`config.mk`:
```
export PLATFORM = sky130hd
export DESIGN_NAME = inverter_loopback_tester
export DESIGN_NICKNAME = d
export VERILOG_FILES = /design/src/rtl/inverter_loopback_tester.sv
export SDC_FILE = /design/constraint.sdc
export NUM_CORES = 1
export LEC_CHECK = 0
export ABC_AREA = 1
export CAP_MARGIN = 20
export CORE_ASPECT_RATIO = 1.2
export CORE_UTILIZATION = 58
export CTS_BUF_LIST = sky130_fd_sc_hd__clkbuf_4
export DETAILED_ROUTE_END_ITERATION = 12
export GPL_TIMING_DRIVEN = 0
export PLACE_DENSITY = 0.82
export SETUP_SLACK_MARGIN = 0.05
export SLEW_MARGIN = 20
export SYNTH_ARGS = -nofsm -noshare
export SYNTH_HDL_FRONTEND = slang
export SYNTH_SLANG_ARGS = --single-unit
```
`constraint.sdc`:
```
create_clock -name clk -period 2.7 [get_ports clk]
set_clock_uncertainty 0.2 [all_clocks]
set_input_delay 0.54 -clock clk [delete_from_list [all_inputs] [get_ports clk]]
set_output_delay 0.54 -clock clk [all_outputs]
set_load 0.01 [all_outputs]
```
`src/rtl/inverter_loopback_tester.sv`:
```
// Stimulus/response engine for the analog double-inverter macro: drives an LFSR
// bit stream, checks the synchronized return polarity and measures edge delay.
module inverter_loopback_tester #(
    parameter int unsigned SYNC_STAGES = 2,
    parameter int unsigned MIN_PERIOD  = 4
) (
    input  logic       clk,
    input  logic       rst,
    input  logic       start,
    input  logic [7:0] num_bits,
    input  logic [7:0] bit_period,
    input  logic       resp_in,
    output logic       stim_out,
    output logic       busy,
    output logic       done,
    output logic [7:0] err_count,
    output logic [7:0] max_delay,
    output logic       timeout
);

    localparam int unsigned CW   = 8;
    localparam int unsigned BW   = CW + 1;
    localparam logic [CW-1:0] SEED   = 8'hA5;
    localparam logic [CW-1:0] MIN_P  = CW'(MIN_PERIOD);
    localparam logic [CW-1:0] ERR_MAX = 8'hFF;

    typedef enum logic {
        IDLE,
        RUN
    } state_t;

    state_t               state;
    logic [CW-1:0]        lfsr;
    logic [CW-1:0]        period_q;
    logic [BW-1:0]        bits_left;
    logic [CW-1:0]        slot_cnt;
    logic                 measure;
    logic                 matched;
    logic [SYNC_STAGES-1:0] sync_q;

    logic          resp_s;
    logic [CW-1:0] period_c;
    logic          slot_last;
    logic          hit;

    // Fibonacci step for x^8+x^6+x^5+x^4+1; the transmitted bit is l[7].
    function automatic logic [CW-1:0] lfsr_step(input logic [CW-1:0] l);
        return {l[6:0], l[7] ^ l[5] ^ l[4] ^ l[3]};
    endfunction

    assign resp_s    = sync_q[SYNC_STAGES-1];
    assign period_c  = (bit_period < MIN_P) ? MIN_P : bit_period;
    assign slot_last = (slot_cnt == CW'(period_q - 8'd1));
    // First cycle of a transition slot in which the return matches the drive.
    assign hit       = measure && !matched && (resp_s == stim_out);

    // Metastability synchronizer on the asynchronous macro return.
    always_ff @(posedge clk) begin
        if (rst) begin
            sync_q <= '0;
        end else begin
            sync_q <= {sync_q[SYNC_STAGES-2:0], resp_in};
        end
    end

    always_ff @(posedge clk) begin
        if (rst) begin
            state     <= IDLE;
            lfsr      <= SEED;
            period_q  <= MIN_P;
            bits_left <= '0;
            slot_cnt  <= '0;
            measure   <= 1'b0;
            matched   <= 1'b0;
            stim_out  <= 1'b0;
            busy      <= 1'b0;
            done      <= 1'b0;
            err_count <= '0;
            max_delay <= '0;
            timeout   <= 1'b0;
        end else begin
            done <= 1'b0;
            case (state)
                IDLE: begin
                    if (start) begin
                        state     <= RUN;
                        busy      <= 1'b1;
                        err_count <= '0;
                        max_delay <= '0;
                        timeout   <= 1'b0;
                        period_q  <= period_c;
                        bits_left <= (num_bits == 8'd0) ? BW'(256) : BW'(num_bits);
                        slot_cnt  <= '0;
                        stim_out  <= SEED[7];
                        lfsr      <= lfsr_step(SEED);
                        // The reference level before the first bit is 0.
                        measure   <= SEED[7];
                        matched   <= 1'b0;
                    end
                end
                RUN: begin
                    if (hit) begin
                        matched <= 1'b1;
                        if (slot_cnt > max_delay) begin
                            max_delay <= slot_cnt;
                        end
                    end
                    if (slot_last) begin
                        if (measure && !matched && (resp_s != stim_out)) begin
                            timeout <= 1'b1;
                        end
                        if ((resp_s != stim_out) && (err_count != ERR_MAX)) begin
                            err_count <= err_count + 8'd1;
                        end
                        slot_cnt <= '0;
                        if (bits_left == BW'(1)) begin
                            state <= IDLE;
                            busy  <= 1'b0;
                            done  <= 1'b1;
                        end else begin
                            bits_left <= bits_left - BW'(1);
                            stim_out  <= lfsr[7];
                            measure   <= (lfsr[7] != stim_out);
                            matched   <= 1'b0;
                            lfsr      <= lfsr_step(lfsr);
                        end
                    end else begin
                        slot_cnt <= slot_cnt + 8'd1;
                    end
                end
                default: state <= IDLE;
            endcase
        end
    end

endmodule

```
==> impl_metrics.toml, run 1 <==
[power_and_ir_drop]
power.leakage_nw = 1.68
powerDensity_mw_per_mm2 = 481
vdd_ir_drop_max_v = 0.000308

[yosys]
synth_warnings = 0
syn_nets = 542
syn_area_mm2 = 0.00341
seq_area_frac_synth_pct = 34.0
synth_cells = 509
synth_seq_cells = 58
synth_area_per_cell_um2 = 6.71
yosys.cell_types.count = 38

[routing]
routed_wl_um = 9140
viasPerCell = 5.62
route.detailed.drc = 0
final_antenna_net_count = 0
drtIter0Drc = 311
vias = 3617
wire_per_inst_um = 14.2
drt_pass1_iterations = 7

[floorplan]
fp.dieW_um = 72.0
coreArea_mm2 = 0.00567
ios = 40
num_rows = 30
die_area_mm2 = 0.00620
die_h_um = 86.1
initial_core_util_pct = 60.2

[clock_network]
insertion_delay_ps = 420
cts_tree = "done"
clkTransAtPathRegs_ps = 100
cts_buffer_depth = 2
holdBufCountCts = 0
h-tree-depth = 3
numCtsBuffers = 9
clock-root-buffer = "clkbuf_4"
clock-sinks = 58

[sta]
setup_tns_ps = 0
grt_setup_unrepaired = "false"
max_freq_ghz = 0.422
min_period_over_period_pct = 87.8
setup_viol = 0
tightest_slew_ps = 605
slew_viol_final = 0
hold_viol_final = 0
whs_ps = 215
min_period_ps = 2370
max_slew_margin_pct = 59.4

[finish]
fin_nets = 593
stdcell_count = 644
final_area_mm2 = 0.00404
diodes = 0
post_route_cells_drive_above_1_share_pct = 7.62
area_growth_pct = 18.3

[global_routing]
grt_antenna_before_repair = 0
grt_max_degree = 11
groute.usage.overall_pct = 30.0
overflow = 0
grt_pass1_wl_um = 14200
grt_pass1_vias = 3150

[critical_path]
r2r_end = "lfsr[7]$_SDFFE_PP1P_"
r2r_slack_ps = 330
cp-start-kind = "flip-flop"
worstPathMaxFanout = 10
r2r_start = "period_q[0]$_SDFFE_PP0P_"
rr_worst_depth = 14
crit_type = "reg2reg"
end_kind = "flip-flop"
critPathArrivalTime_ps = 2450
worstPathRequired_ps = 2780

[placed_design]
dpl.cell_count = 628
portBuffers = 39
gp_congestion = 0.946
dpl-instance-area_mm2 = 0.00391
place_hpwl_um = 6770

[status]
status = "finished, final reports clean"

[flow_run]
drv_cap = 0

[worst_hold_path]
min_to = "sync_q[1]$_SDFF_PP0_"
worstHoldStart = "sync_q[0]$_SDFF_PP0_"
hp-class = "reg2reg"
whs_path_depth = 2
-- metrics by stage --
step,util [%],worst slack (ps),power [mW]
floorplan,-,615,1.22
global placement,68.9,7.18,1.33
detailed placement,68.9,6.45,1.34
CTS,71.0,348,1.93
global route,71.3,95.5,2.03
finish,71.3,330,1.94
-- critical path: stages (launching register included) --
cell     delay (ps)
dfxtp_1         370
inv_2            90
ha_1            310
nand2_1          70
inv_1            40
nor2_1           70
nand2_1         100
nor2_1          120
nand3_1          90
nor2_2          190
nand4_2         120
buf_6           180
buf_6           150
nand3_1          80
nand3_1          80
-- power by group --
group / leakage [nW] / switching [mW] / internal, mW
sequential: 0.475 / 0.0401 / 0.898
combinational: 1.13 / 0.246 / 0.148
clock: 0.0688 / 0.331 / 0.278
total: 1.68 / 0.617 / 1.32
-- cells in the final DEF (no fill, tap or decap), types with 4 or more instances in the layout --
cell type,n
clkbuf_4,10
nand2_1,98
a21oi_1,36
nand4_1,11
xnor2_1,8
clkbuf_1,10
clkdlybuf4s50_1,39
inv_1,49
o21ai_0,18
nor2_1,68
nor3_1,8
dfxtp_1,58
ha_1,13
a21oi_2,4
xor2_1,10
nand3_1,68
clkinv_1,6
buf_2,4
o22ai_1,4
inv_2,5
nand3b_1,4
-- state kept, by name, summed over array words and instances (netlist names) --
| signal | count |
|---|---|
| period_q | 8 |
| sync_q | 2 |
| measure | 1 |
| slot_cnt | 8 |
| stim_out | 1 |
| done | 1 |
| lfsr | 8 |
| err_count | 8 |
| timeout | 1 |
| matched | 1 |
| state | 1 |
| max_delay | 8 |
| busy | 1 |
| bits_left | 9 |
-- layer usage --
metal	global-route usage [%]	vias up	share of wire, %
met4	17.5	0	4.2
met1	35.2	1648	42
li1	-	1782	-
met2	51.5	150	49
met3	4.58	37	5.0
met5	0	-	0
-- layout make-up --
class	count	area, um^2
buffer	17	87.6
clock buffer	10	75.1
clock inverter	5	46.3
fill	498	1630
inverter	57	214
multi-input combinational	377	1960
sequential	58	1160
tap	80	100
timing repair buffer	40	398
-- logic make-up after synthesis --
family          after synthesis  share of synthesized area, %
compound gates               73                          12.0
xor+xnor                     18                          4.62
fa+ha+maj                    13                          4.76
buf+inv                      74                          8.83
flops                        58                          34.0
simple gates                273                          35.8
-- what timing repair did --
| item | in CTS | in global routing |
|---|---|---|
| setup endpoints to repair | 0 | 2 |
| gates resized for setup | 0 | 1 |
| setup buffers | 0 | 1 |
-- Yosys cell counts, drive strengths merged --
cell type | instances | share of area, %
nand3 | 69 | 10
a31oi | 1 | 0.18
dfxtp | 58 | 34
xor2 | 10 | 2.6
nor4 | 3 | 0.55
clkinv | 3 | 0.33
o21ai | 21 | 3.1
nor2 | 73 | 8.5
xnor2 | 8 | 2.1
nand3b | 4 | 0.88
nor3 | 9 | 1.5
o22ai | 4 | 0.73
a21boi | 1 | 0.22
nand2 | 101 | 11
or2 | 2 | 0.37
nand4 | 12 | 2.4
o211ai | 2 | 0.59
a211oi | 1 | 0.22
ha | 13 | 4.8
a21oi | 40 | 6.3
a22oi | 1 | 0.22
buf | 7 | 1.5
inv | 54 | 5.9
o21a | 1 | 0.22
clkbuf | 10 | 1.1
a22o | 1 | 0.26
-- worst max path at each step --
stage,endpoint,depth (start not counted),startpoint
floorplan,bits_left[2]$_SDFFE_PP0P_,14,period_q[1]$_SDFFE_PP0P_
global placement,bits_left[5]$_SDFFE_PP0P_,8,start
detailed placement,err_count[2]$_SDFFE_PP0P_,7,start
CTS,lfsr[4]$_SDFFE_PP0P_,13,period_q[0]$_SDFFE_PP0P_
global route,bits_left[2]$_SDFFE_PP0P_,14,period_q[0]$_SDFFE_PP0P_
finish,lfsr[7]$_SDFFE_PP1P_,14,period_q[0]$_SDFFE_PP0P_
Note: power is estimated with default switching activity, not from simulation.
==> run 2, diff against run 1 <==
Settings changed: CORE_UTILIZATION 58 to 65, DONT_BUFFER_PORTS set to 1, PLACE_DENSITY 0.82 to 0.81.
==> run 2 against run 1 <==
  * Non-clock buffer count decreased by 40
  * Via count decreased by 5.9%
  * Global-route usage increased by 3.7 points
  * Final cell count decreased by 9.5%
  * Critical path type unchanged
  * Critical endpoint is now max_delay[7]$_SDFFE_PP0P_
  * Largest cell class unchanged
==> impl_metrics.toml, run 2 (synthesis results as in run 1) <==
[status]
status = "finished, final reports clean"

[critical_path]
cp-start-kind = "flip-flop"
worstPathMaxFanout = 9
end_kind = "flip-flop"
worstPathRequired_ps = 2790
slowest_stage = "dfxtp_1"
cp_slowest_stage_delay_ps = 520
critPathArrivalTime_ps = 2520
crit_type = "reg2reg"
crit_chain = "ha_1, nand4_1, nor3_1, nor3_2, nand2_1, nand3_1, a21oi_1"

[clock_network]
h-tree-depth = 3
cts_buffer_depth = 2
clock-root-buffer = "clkbuf_4"
clock-sinks = 58
numCtsBuffers = 9
cts_tree = "done"
clkTransAtPathRegs_ps = 100
postCtsSetupBuffers = 0
insertion_delay_ps = 420

[global_routing]
grt_max_degree = 11
grt_pass1_wl_um = 13900
grt_pass1_vias = 3151
overflow = 0
grt_antenna_before_repair = 0
groute.usage.overall_pct = 33.8

[power_and_ir_drop]
p_int_mw = 1.19
power.leakage_nw = 1.52
p_clk_share_pct = 27.4
vdd_ir_drop_max_v = 0.000315
pwr-share-seq_pct = 52.7
powerDensity_mw_per_mm2 = 497
switching_share_pct = 33.4
power_mw = 1.78
pwr-share-comb_pct = 19.9
power_switching_uw = 595

[floorplan]
die_area_mm2 = 0.00555
ios = 40
coreArea_mm2 = 0.00501
die_h_um = 81.4
initial_core_util_pct = 68.2
fp.dieW_um = 68.2
num_rows = 28

[finish]
post_route_cells_drive_above_1_share_pct = 8.41
final_common_cell = "nand2_1"
fin_nets = 553
max_flop_register = "bits_left"
largest_reg_flops = 9
final_util_pct = 71.6
stdcell_count = 583
area_growth_pct = 4.98
final.fill_count = 455
layout_common_cells = "nand2_1, nor2_1, nand3_1, dfxtp_1, inv_1"
diodes = 0

[placed_design]
portBuffers = 0
dpl.cell_count = 569
pre_cts_ws_ps = 271
place_hpwl_um = 6430
gp_congestion = 0.863

[routing]
final_antenna_net_count = 0
drtIter0Drc = 310
wire_per_inst_um = 15.1
route.detailed.drc = 0
routed_wl_um = 8800
vias = 3403
viasPerCell = 5.84
drt_pass1_iterations = 5

[sta]
fin_ws_ps = 266
min_period_over_period_pct = 90.2
max_slew_margin_pct = 59.1
max_freq_ghz = 0.411
grt_setup_unrepaired = "false"
hold_viol_final = 0
tightest_slew_ps = 612
min_period_ps = 2430
slew_viol_final = 0
setup_tns_ps = 0
setup_viol = 0

[worst_hold_path]
hp-class = "in2reg"

[flow_run]
drv_cap = 0
==> run 2: cell type report <==
type                            instances  area (um^2)  share of cell area [%]
Tap cell                               60         75.1                    2.09
Clock inverter                          5         23.8                   0.663
Multi-Input combinational cell        377         1960                    54.6
Buffer                                 17         87.6                    2.44
Clock buffer                            9         67.6                    1.88
Sequential cell                        58         1160                    32.4
Inverter                               57          214                    5.97
==> run 2: worst paths after layout <==
path	startpoint	to	slack (ps)	depth (start not counted)
worst max-delay path	slot_cnt[7]$_SDFFE_PP0P_	max_delay[7]$_SDFFE_PP0P_	270	7
worst min-delay path	resp_in	sync_q[0]$_SDFF_PP0_	30	2
worst max register to register	slot_cnt[7]$_SDFFE_PP0P_	max_delay[7]$_SDFFE_PP0P_	270	7
worst min register to register	sync_q[0]$_SDFF_PP0_	sync_q[1]$_SDFF_PP0_	210	2
==> run 2: power groups by stage <==
| stage | clock (mW) | combinational (mW) | sequential, mW |
|---|---|---|---|
| final | 0.489 | 0.355 | 0.939 |
| after floorplan | 0 | 0.276 | 0.948 |
| after detailed placement | 0 | 0.347 | 0.957 |
| after CTS | 0.496 | 0.349 | 0.938 |
| after global routing | 0.533 | 0.400 | 0.944 |
| after global placement | 0 | 0.338 | 0.957 |
==> run 2: per-layer routing <==
metal,GRT usage [%],part of all wire (%),vias to the layer above
met3,7.87,5.6,34
met4,20.4,4.0,0
met5,0,0,-
met1,38.4,42,1551
li1,-,-,1700
met2,56.0,48,118
==> run 2: through the flow <==
step	hold WS (ps)	area, um^2
finish	30.2	3580
global route	26.0	3580
CTS	14.0	3580
detailed placement	200	3490
global placement	193	3490
floorplan	188	3410
==> run 2: worst max-delay path, delay by kind of cell (launching register included) <==
family,cells,cell delay (ps)
adders and majority gates,1,330
and+or+nand+nor,5,1190
DFF,1,520
AOI/OAI and AO/OA,1,70
==> run 2: what timing repair did <==
item                                    in CTS  in global routing
endpoints found under the setup margin       0                  4
hold buffers                                 0                  0
gates resized for setup                      0                  1
